**src/rtl/run_controller.sv**
```systemverilog
`default_nettype none
// ============================================================================
// Module      : run_controller
// Description : Load / reset / run / halt sequencer around a single-cycle
//               processor. Streams a program into instruction memory, holds
//               the CPU in reset for a settle period, releases it, and stops
//               on the all-zero halt word while counting run cycles.
//               Optional watchdog: define RUN_CTRL_WATCHDOG_EN.
// Revision    : 1.0 - initial release
// ============================================================================
module run_controller #(
    parameter int          ADDR_WIDTH     = 8,
    parameter int          RESET_CYCLES   = 20,
    parameter logic [31:0] WATCHDOG_LIMIT = 32'd100000
) (
    input  logic                  clock,
    input  logic                  reset,
    input  logic                  start,
    input  logic                  rerun,
    input  logic                  load_valid,
    output logic                  load_ready,
    input  logic [31:0]           load_data,
    input  logic                  load_last,
    input  logic [31:0]           instruction,
    output logic                  imem_we,
    output logic [ADDR_WIDTH-1:0] imem_addr,
    output logic [31:0]           imem_wdata,
    output logic                  cpu_reset,
    output logic                  busy,
    output logic                  halted,
    output logic                  timeout,
    output logic [31:0]           cycle_count
);

    typedef enum logic [2:0] {
        S_IDLE = 3'd0,
        S_LOAD = 3'd1,
        S_HOLD = 3'd2,
        S_RUN  = 3'd3,
        S_HALT = 3'd4
    } state_t;

    // Hold counter only needs to reach RESET_CYCLES-1.
    localparam int                    c_HOLD_W    = (RESET_CYCLES > 1) ? $clog2(RESET_CYCLES) : 1;
    localparam logic [c_HOLD_W-1:0]   c_HOLD_LAST = c_HOLD_W'(RESET_CYCLES - 1);
    localparam logic [ADDR_WIDTH-1:0] c_PTR_LAST  = '1;
    localparam logic [31:0]           c_HALT_WORD = 32'h0000_0000;
    localparam logic [31:0]           c_COUNT_MAX = 32'hFFFF_FFFF;

    state_t                r_state;
    state_t                w_state_next;
    logic [ADDR_WIDTH-1:0] r_ptr;
    logic [ADDR_WIDTH-1:0] w_ptr_next;
    logic [c_HOLD_W-1:0]   r_hold_cnt;
    logic [c_HOLD_W-1:0]   w_hold_next;
    logic [31:0]           r_cycle_count;
    logic [31:0]           w_cycle_next;
    logic [31:0]           w_cycle_inc;
    logic                  r_cpu_reset;
    logic                  w_accept;
`ifdef RUN_CTRL_WATCHDOG_EN
    logic                  r_timeout;
    logic                  w_timeout_next;
`endif

    assign w_accept    = load_valid & (r_state == S_LOAD);
    assign w_cycle_inc = (r_cycle_count == c_COUNT_MAX) ? r_cycle_count : r_cycle_count + 32'd1;

    // State register.
    always_ff @(posedge clock or posedge reset) begin
        if (reset) begin
            r_state <= S_IDLE;
        end else begin
            r_state <= w_state_next;
        end
    end

    // Next-state and next-datapath logic; every transition's side effects live here.
    always_comb begin
        w_state_next   = r_state;
        w_ptr_next     = r_ptr;
        w_hold_next    = r_hold_cnt;
        w_cycle_next   = r_cycle_count;
`ifdef RUN_CTRL_WATCHDOG_EN
        w_timeout_next = r_timeout;
`endif
        case (r_state)
            S_IDLE: begin
                if (start) begin
                    w_state_next = S_LOAD;
                    w_ptr_next   = '0;
                end
            end
            S_LOAD: begin
                if (w_accept) begin
                    // Pointer wraps to 0 after the last word; LOAD is left on that beat.
                    w_ptr_next = r_ptr + 1'b1;
                    if (load_last || (r_ptr == c_PTR_LAST)) begin
                        w_state_next = S_HOLD;
                        w_hold_next  = '0;
                    end
                end
            end
            S_HOLD: begin
                if (r_hold_cnt == c_HOLD_LAST) begin
                    w_state_next = S_RUN;
                    w_cycle_next = '0;
                end else begin
                    w_hold_next = r_hold_cnt + 1'b1;
                end
            end
            S_RUN: begin
                // The halt cycle itself is counted, so the increment always happens.
                w_cycle_next = w_cycle_inc;
                if (instruction == c_HALT_WORD) begin
                    w_state_next = S_HALT;
                end
`ifdef RUN_CTRL_WATCHDOG_EN
                else if (w_cycle_inc >= WATCHDOG_LIMIT) begin
                    w_state_next   = S_HALT;
                    w_timeout_next = 1'b1;
                end
`endif
            end
            S_HALT: begin
                if (start) begin
                    w_state_next   = S_LOAD;
                    w_ptr_next     = '0;
                    w_cycle_next   = '0;
`ifdef RUN_CTRL_WATCHDOG_EN
                    w_timeout_next = 1'b0;
`endif
                end else if (rerun) begin
                    w_state_next   = S_HOLD;
                    w_hold_next    = '0;
`ifdef RUN_CTRL_WATCHDOG_EN
                    w_timeout_next = 1'b0;
`endif
                end
            end
            default: begin
                w_state_next = S_IDLE;
            end
        endcase
    end

    // Datapath registers; cpu_reset is registered from the next state so it
    // toggles on exactly the edges that enter and leave RUN.
    always_ff @(posedge clock or posedge reset) begin
        if (reset) begin
            r_ptr         <= '0;
            r_hold_cnt    <= '0;
            r_cycle_count <= '0;
            r_cpu_reset   <= 1'b1;
        end else begin
            r_ptr         <= w_ptr_next;
            r_hold_cnt    <= w_hold_next;
            r_cycle_count <= w_cycle_next;
            r_cpu_reset   <= (w_state_next != S_RUN);
        end
    end

`ifdef RUN_CTRL_WATCHDOG_EN
    // Watchdog flag register.
    always_ff @(posedge clock or posedge reset) begin
        if (reset) begin
            r_timeout <= 1'b0;
        end else begin
            r_timeout <= w_timeout_next;
        end
    end

    assign timeout = r_timeout;
`else
    assign timeout = 1'b0;
`endif

    assign load_ready  = (r_state == S_LOAD);
    assign imem_we     = w_accept;
    assign imem_addr   = r_ptr;
    assign imem_wdata  = load_data;
    assign cpu_reset   = r_cpu_reset;
    assign busy        = (r_state == S_LOAD) || (r_state == S_HOLD) || (r_state == S_RUN);
    assign halted      = (r_state == S_HALT);
    assign cycle_count = r_cycle_count;

endmodule
`default_nettype wire

```
**config.mk**
```make
export PLATFORM = sky130hd
export DESIGN_NAME = run_controller
export DESIGN_NICKNAME = d
export VERILOG_FILES = /design/src/rtl/run_controller.sv
export SDC_FILE = /design/constraint.sdc
export NUM_CORES = 1
export LEC_CHECK = 0
export ABC_AREA = 1
export BUFFER_PORTS_ARGS = -buffer_cell sky130_fd_sc_hd__buf_2
export CAP_MARGIN = 0
export CORE_MARGIN = 1.5
export CORE_UTILIZATION = 49
export DETAILED_ROUTE_END_ITERATION = 8
export PLACE_DENSITY = 0.88
export SLEW_MARGIN = 20
export SYNTH_ARGS = -nofsm -noshare
export SYNTH_HDL_FRONTEND = slang
export SYNTH_SLANG_ARGS = --single-unit
```
**constraint.sdc**
```tcl
create_clock -name clock -period 2 [get_ports clock]
set_input_delay 0.3 -clock clock [delete_from_list [all_inputs] [get_ports clock]]
set_output_delay 0.3 -clock clock [all_outputs]
set_load 0.005 [all_outputs]
```
==> metrics.log, run 1 <==
INFO  metric min_path_type = in -> async
INFO  metric core_outline_area = around 7000 µm²
INFO  metric fillCellCount = approximately 660
INFO  metric ys_ff_latch = 49
INFO  metric global_route.peak_usage_layer = met2
INFO  metric start_kind = flip-flop
INFO  metric max_stage_delay = 0.41 ns
INFO  metric post-layout-total-power = 3.917 mW
INFO  metric io_pins = between 100 and 150
INFO  metric routed_wirelength = 9195 µm
INFO  metric routed_wire_length_per_instance = between 10 and 15 µm
INFO  metric synth_top_cell_by_area = dfrtp_1
INFO  metric synthesis.yosys.warnings = 0
INFO  metric area_growth_syn_to_fin = 12.17%
INFO  metric cts_hold_buffers = 0
INFO  metric ff2ff_path_depth = 9
INFO  metric cts.root.buffer_cell = clkbuf_8
INFO  metric finish.cell_count_without_fillers = 690
INFO  metric area_of_the_multi_input_gates = about 1800 µm²
INFO  metric timing.final.crit_share = between 80% and 90%
INFO  metric path_cells = ha_2 -> nand2_1 -> nor2_2 -> nand2_2 -> nor2_4 -> nand3_2 -> nand2_4 -> buf_6 -> o21ai_0
INFO  metric rows = 30
INFO  metric design.die.area = 7734 µm²
INFO  metric required = roughly 2.2 ns
INFO  metric max_freq = about 570 MHz
INFO  metric dr_total_vias = 3,640
INFO  metric path_max_fanout = 32
INFO  metric grt_overflow = 0
INFO  metric hold_violations = 0
INFO  metric cts_tree = done
INFO  metric timing.hold.ws = 0.02144 ns
INFO  metric antenna_left = 0
INFO  metric worst-r2r-setup-slack = between 0.2 and 0.25 ns
INFO  metric final_common_cell = nand2_1
INFO  metric combinational_family_with_the_most_area_after_synthesis = simple AND/OR/NAND/NOR gates
INFO  metric post-synth-top-area-fraction = approximately 34%
INFO  metric postSynthCellCount = around 530
INFO  metric die_x = 87.95 µm
INFO  metric synth-xor-area-share = about 2.7%
INFO  metric rsz_0062_raised_after_global_routing = false
INFO  metric first_global_vias = between 3,000 and 4,000
INFO  metric synthesis.area_per_instance = ~6.6 µm²
INFO  metric critical_path.reg2reg.endpoint = cycle_count[21]$_DFFE_PP0P_
INFO  metric share_of_synthesized_area_occupied_by_flip_flops_and_latches = a little over a third
INFO  metric path_class = reg -> reg
INFO  metric initial_antenna_violation_count = 0
INFO  metric clkSinkCount = between 40 and 50
INFO  metric arrival = between 1.5 and 2 ns
INFO  metric yosys-mux-area-fraction = 0%
INFO  metric synth_edf_count = 0
INFO  metric rr_startpoint = cycle_count[1]$_DFFE_PP0P_
INFO  metric maxCapViolCount = 0
INFO  metric place_inst = about 680
INFO  metric clkLatencyLatePin = between 0.3 and 0.4 ns
INFO  metric grt_use_met1 = approximately 32%
INFO  metric grt.total_usage = about a quarter
INFO  metric layout.nets = approximately 670
INFO  metric timing.critical_path.slowest_stage_cell = dfrtp_2
INFO  metric finalWorstPathRequiredPeriod = 1.752 ns
INFO  metric synth_area_leaders = dfrtp_1 (34%), nand2_1 (18%), nor2_1 (8.9%), buf_4 (7.6%), nand3_1 (6.8%)
INFO  metric cts-root-to-sink-buffers = 2
INFO  metric register_area = between 1000 and 1500 µm²
INFO  metric final.setup.worst_slack = ~0.25 ns
INFO  metric postSynthNetCount = just over 600
INFO  metric power.leakage = about 1.9 nW
INFO  metric crit_path_end_kind = flip-flop
INFO  metric grt_max_degree = 50
INFO  metric setup_viol_count_final = 0
INFO  metric power_per_cell_area = 987.6 nW/µm²
INFO  metric cp_top_family = simple AND/OR/NAND/NOR gates
INFO  metric grt_pass1_wl = roughly 15,000 µm
INFO  metric run_status = complete, no violations
INFO  metric firstDrtPassIters = 6
INFO  metric library_cells_used_by_synthesis = 36
INFO  metric total_standard_cell_area_after_synthesis = 3536 µm²
INFO  metric vdd_drop_max = slightly above 0.4 mV
INFO  metric worstPathBufferInverterCount = 1
INFO  metric dpl_worst_slack = 0.1262 ns
INFO  metric timing.clock.skew = around 0.014 ns
INFO  metric groute.layer.met3.usage = under 10%
INFO  metric synth_simple_gate_area_share = 39.49%
INFO  metric gr-usage-met2 = 41.15%
INFO  metric async_flop_share = 100.0%
INFO  metric cts_made_buffers = 5
INFO  metric numPortBuffers = 82
INFO  metric setup_total_negative_slack = 0 ns
INFO  metric maxSlewViolCount = 0
INFO  metric synth-compound-area-share = 8.280%
INFO  metric post-route-drc-count = 0
INFO  metric synthFlopType = dfrtp_1
INFO  metric post-dp-hpwl = 7000 µm
INFO  metric ctsHtreeMaxLevel = 2
INFO  metric most_used_cells_in_the_layout_excluding_fill_and_tap_cells = nand2_1 (169), nor2_1 (84), buf_2 (82)
INFO  metric drt_iter0_drc = just over 300
INFO  metric antenna_cells = 0
INFO  metric yosys.area_share.adder = 1.062%
INFO  metric drive_gt1_share = about 22%
INFO  metric clkTransAtPathRegs = approximately 0.1 ns
INFO  metric floorplan.initialDensity = approximately 51%
INFO  metric detail_route.vias_per_cell = 5.275
INFO  metric dieHeight = around 88 µm
INFO  metric globalplace.congestion = 0.9728
INFO  metric setup.worst_path.start = cycle_count[1]$_DFFE_PP0P_
through the flow:
step	utilization [%]	instance area, µm²
after floorplan	-	3536
after global placement	56.41	3875
after detailed placement	56.41	3875
final	57.74	3966
after global routing	57.74	3966
after CTS	57.63	3959
kinds of logic after synthesis:
logic type      after synthesis
simple gates                329
buf+inv                      90
compound gates               49
flops                        49
xor+xnor                     11
fa+ha+maj                     3
other cells                   1
tightest hold or removal path, stage by stage:
cell and delay, ns:
buf_2 0.10, inv_2 0.06, buf_12 0.26
synth_stat cells, types with 2 or more instances:
library cell,instances
a21oi_1,3
buf_4,36
clkbuf_1,2
dfrtp_1,48
ha_1,3
inv_1,45
inv_2,4
nand2_1,169
nand3_1,48
nand3_2,2
nand3b_1,2
nand4_1,8
nor2_1,84
nor2_2,2
nor2_4,4
nor3_1,3
o21ai_0,31
o21ai_2,8
o21bai_1,2
or2_2,3
xnor2_1,2
xor2_1,9
state kept, by name, summed over array words and instances, names as in the netlist:
| name | flops |
|---|---|
| imem_addr | 8 |
| r_state | 3 |
| cycle_count | 32 |
| cpu_reset | 1 |
| r_hold_cnt | 5 |
layer usage:
| layer | wire length, µm | vias to the layer above |
|---|---|---|
| met5 | 0 | - |
| met4 | 238 | 0 |
| met3 | 608 | 30 |
| met2 | 4404 | 156 |
| met1 | 3944 | 1683 |
| li1 | - | 1771 |
how the worst max path moves through the flow:
| stage | endpoint | slack (ns) | cells past startpoint |
|---|---|---|---|
| global placement | cycle_count[15]$_DFFE_PP0P_ | 0.21 | 9 |
| finish | cycle_count[21]$_DFFE_PP0P_ | 0.25 | 9 |
| CTS | cycle_count[21]$_DFFE_PP0P_ | 0.10 | 9 |
| global route | cycle_count[21]$_DFFE_PP0P_ | 0.06 | 10 |
| floorplan | cycle_count[7]$_DFFE_PP0P_ | 0.26 | 11 |
| detailed placement | cycle_count[17]$_DFFE_PP0P_ | 0.13 | 9 |
area by class of cell:
cell class                 instances  share of cell area [%]
multi-input combinational        393                   46.12
inverter                          50                   4.732
clock buffer                       7                   1.924
timing repair buffer              94                   13.03
tap                               96                   3.028
sequential                        49                   30.98
clock inverter                     1                  0.1893
power by group:
group          switching (mW)  internal, mW  leakage, nW
combinational            1.04         0.626         1.19
sequential              0.381          1.27        0.665
clock                   0.351         0.249       0.0385
total                    1.77          2.15         1.89
repair_timing:
action                     4_1_cts  5_1_grt
setup endpoints to repair        0       19
setup buffers                    0        0
resized for setup                0        3
No activity file was read; power rests on OpenSTA's default activity.
==> run 2, diff against run 1 <==
--- a/config.mk
+++ b/config.mk
@@ -6,7 +6,7 @@
 export NUM_CORES = 1
 export LEC_CHECK = 0
 export ABC_AREA = 1
-export BUFFER_PORTS_ARGS = -buffer_cell sky130_fd_sc_hd__buf_2
+export BUFFER_PORTS_ARGS = -buffer_cell sky130_fd_sc_hd__buf_4
 export CAP_MARGIN = 0
 export CORE_MARGIN = 1.5
 export CORE_UTILIZATION = 49
==> run 2 against run 1 <==
  * Power up 6.7%
  * Non-clock buffer count down 4
  * Sequential power about the same
  * Final cell count down 0.58%
  * Sequential share of layout area down 1.5 points
  * Setup slack worse by 0.045 ns
  * First-iteration DRC count up 11%
  * Design area up 5.0%
  * Core utilization up 2.9 points
==> metrics.log, run 2 (synthesis results as in run 1) <==
INFO  metric die_x = 87.95 µm (unchanged)
INFO  metric detail_route.vias_per_cell = 5.267 (-0.16%)
INFO  metric start_kind = flip-flop
INFO  metric setup.worst_path.start = cycle_count[1]$_DFFE_PP0P_
INFO  metric antenna_cells = 0 (unchanged)
INFO  metric final_common_cell = nand2_1
INFO  metric ctsHtreeMaxLevel = 2 (unchanged)
INFO  metric first_global_vias = 3,469 (+2.0%)
INFO  metric maxCapViolCount = 0 (unchanged)
INFO  metric io_pins = 148 (unchanged)
INFO  metric most_used_cells_in_the_layout_excluding_fill_and_tap_cells = nand2_1 (169), buf_4 (88), nor2_1 (84)
INFO  metric power_per_cell_area = 1003 nW/µm² (+1.6%)
INFO  metric cts_made_buffers = 5 (unchanged)
INFO  metric crit_path_end_kind = flip-flop
INFO  metric dpl_worst_slack = 0.1164 ns (-0.009794 ns)
INFO  metric drt_iter0_drc = 343 (+11%)
INFO  metric cts_tree = done
INFO  metric grt_pass1_wl = 15,330 µm (+0.27%)
INFO  metric drive_gt1_share = 21.36% (-0.53 points)
INFO  metric routed_wire_length_per_instance = 13.19 µm (-1.0%)
INFO  metric setup_viol_count_final = 0 (unchanged)
INFO  metric post-dp-hpwl = 6932 µm (-0.96%)
INFO  metric grt.total_usage = 24.96% (+0.030 points)
INFO  metric post-route-drc-count = 0 (unchanged)
INFO  metric gr-usage-met2 = 42.61% (+1.5 points)
INFO  metric hold_violations = 0 (unchanged)
INFO  metric path_cells = ha_2 -> nand2_1 -> nor2_2 -> nand2_2 -> nor2_4 -> nand3_2 -> nand2_4 -> buf_6 -> o21ai_0
INFO  metric timing.hold.ws = 0.008967 ns (-0.01247 ns)
INFO  metric grt_use_met1 = 30.56% (-1.8 points)
INFO  metric dieHeight = 87.95 µm (unchanged)
INFO  metric rows = 30 (unchanged)
INFO  metric vdd_drop_max = 0.5432 mV (+35%)
INFO  metric maxSlewViolCount = 0 (unchanged)
INFO  metric floorplan.initialDensity = 51.48% (unchanged)
INFO  metric post-layout-total-power = 4.179 mW (+6.7%)
INFO  metric arrival = 1.98 ns (+0.04 ns)
INFO  metric max_freq = 556.3 MHz (-2.5%)
INFO  metric rsz_0062_raised_after_global_routing = false
INFO  metric design.die.area = 7734 µm² (unchanged)
INFO  metric min_path_type = in -> async
INFO  metric firstDrtPassIters = 5 (-1)
INFO  metric antenna_left = 0 (unchanged)
INFO  metric grt_max_degree = 33 (-34%)
INFO  metric worst-r2r-setup-slack = 0.20 ns (-0.05 ns)
INFO  metric power.leakage = 1.920 nW (+1.6%)
INFO  metric routed_wirelength = 9048 µm (-1.6%)
INFO  metric path_max_fanout = 32 (unchanged)
INFO  metric design_area = 4164 µm² (+5.0%)
INFO  metric dpl-instance-area = 4050 µm² (+4.5%)
INFO  metric globalplace.congestion = 0.9479 (-2.6%)
INFO  metric initial_antenna_violation_count = 0 (unchanged)
INFO  metric clkLatencyLatePin = 0.30 ns (-0.02 ns)
INFO  metric clkSinkCount = 49 (unchanged)
INFO  metric timing.final.crit_share = 89.87% (+2.3 points)
INFO  metric dr_total_vias = 3,613 (-0.74%)
INFO  metric groute.layer.met3.usage = 5.655% (+1.2 points)
INFO  metric numPortBuffers = 82 (unchanged)
INFO  metric rr_startpoint = cycle_count[1]$_DFFE_PP0P_
INFO  metric critical_path.reg2reg.endpoint = cycle_count[27]$_DFFE_PP0P_
INFO  metric path_class = reg -> reg
INFO  metric ff2ff_path_depth = 9 (unchanged)
INFO  metric layout.nets = 662 (-0.60%)
INFO  metric timing.clock.skew = 0.006711 ns (-0.007070 ns)
INFO  metric fillCellCount = 633 (-3.5%)
INFO  metric worstPathBufferInverterCount = 1 (unchanged)
INFO  metric max_stage_delay = 0.42 ns (about the same)
INFO  metric run_status = complete, no violations
INFO  metric required = 2.18 ns (about the same)
INFO  metric cts_hold_buffers = 0 (unchanged)
INFO  metric setup_repair_bufs_after_cts = 0 (unchanged)
INFO  metric global_route.peak_usage_layer = met2
INFO  metric final.setup.worst_slack = 0.2026 ns (-0.04546 ns)
INFO  metric setup_total_negative_slack = 0 ns (unchanged)
INFO  metric finalWorstPathRequiredPeriod = 1.797 ns (+0.04546 ns)
INFO  metric cts-root-to-sink-buffers = 2 (unchanged)
INFO  metric cts.root.buffer_cell = clkbuf_8
INFO  metric timing.critical_path.slowest_stage_cell = dfrtp_1
INFO  metric clkTransAtPathRegs = 0.09 ns (about the same)
INFO  metric grt_overflow = 0 (unchanged)
INFO  metric largest_register_ff_count = 32 (unchanged)
INFO  metric cp_top_family = simple AND/OR/NAND/NOR gates
INFO  metric area_growth_syn_to_fin = 17.76%
INFO  metric core_outline_area = 6869 µm² (unchanged)
-- run 2: changes by cell type in the layout (fill, tap and decap cells not counted), sizes merged --
cell      previous run  this run
clkbuf               7         6
buf                 94        90
clkinvlp             1         0
bufinv               0         1
clkinv               1         2
-- run 2: worst reg2reg max path, cell delays in order (launching register included) --
cell and delay (ns):
dfrtp_1 0.42, ha_2 0.26, nand2_1 0.09, nor2_2 0.13, nand2_2 0.11, nor2_4 0.13, nand3_2 0.10, nand2_4 0.08
buf_6 0.21, o21ai_0 0.14
-- run 2: final cells by class --
cell class | instances | area (µm²) | area share (%)
clock buffers | 6 | 72.57 | 1.743
clock inverters | 2 | 35.03 | 0.8413
inverters | 50 | 187.7 | 4.507
multi-input cells | 393 | 1829 | 43.93
flip-flops and latches | 49 | 1227 | 29.48
well taps | 96 | 120.1 | 2.885
repair buffers | 90 | 691.9 | 16.62
-- run 2: repair_timing --
item	CTS	global route
resized for setup	0	2
setup endpoints to repair	0	18
endpoints found under the hold margin	0	0
-- run 2: worst max path at each step --
stage | end | cells past startpoint
2_1_floorplan | cycle_count[7]$_DFFE_PP0P_ | 11
3_3_place_gp | cycle_count[29]$_DFFE_PP0P_ | 9
3_5_place_dp | cycle_count[21]$_DFFE_PP0P_ | 9
4_1_cts | cycle_count[21]$_DFFE_PP0P_ | 9
5_1_grt | cycle_count[15]$_DFFE_PP0P_ | 10
6_report | cycle_count[27]$_DFFE_PP0P_ | 9
-- run 2: metrics by stage --
stage | utilization (%) | instances
detailed placement | 58.96 | 678
global placement | 58.96 | 678
global route | 60.62 | 686
finish | 60.62 | 686
CTS | 60.53 | 686
floorplan | - | 532
-- run 2: layer usage --
metal,part of all wire (%),vias to the layer above
li1,-,1765
met1,42,1646
met2,48,173
met3,7.6,29
met4,2.3,0
met5,0,-
-- run 2: power breakdown --
group	internal [mW]	switching, mW	total (mW)
clock network	0.372	0.337	0.709
registers	1.27	0.410	1.68
logic	0.763	1.03	1.79
total	2.40	1.77	4.18
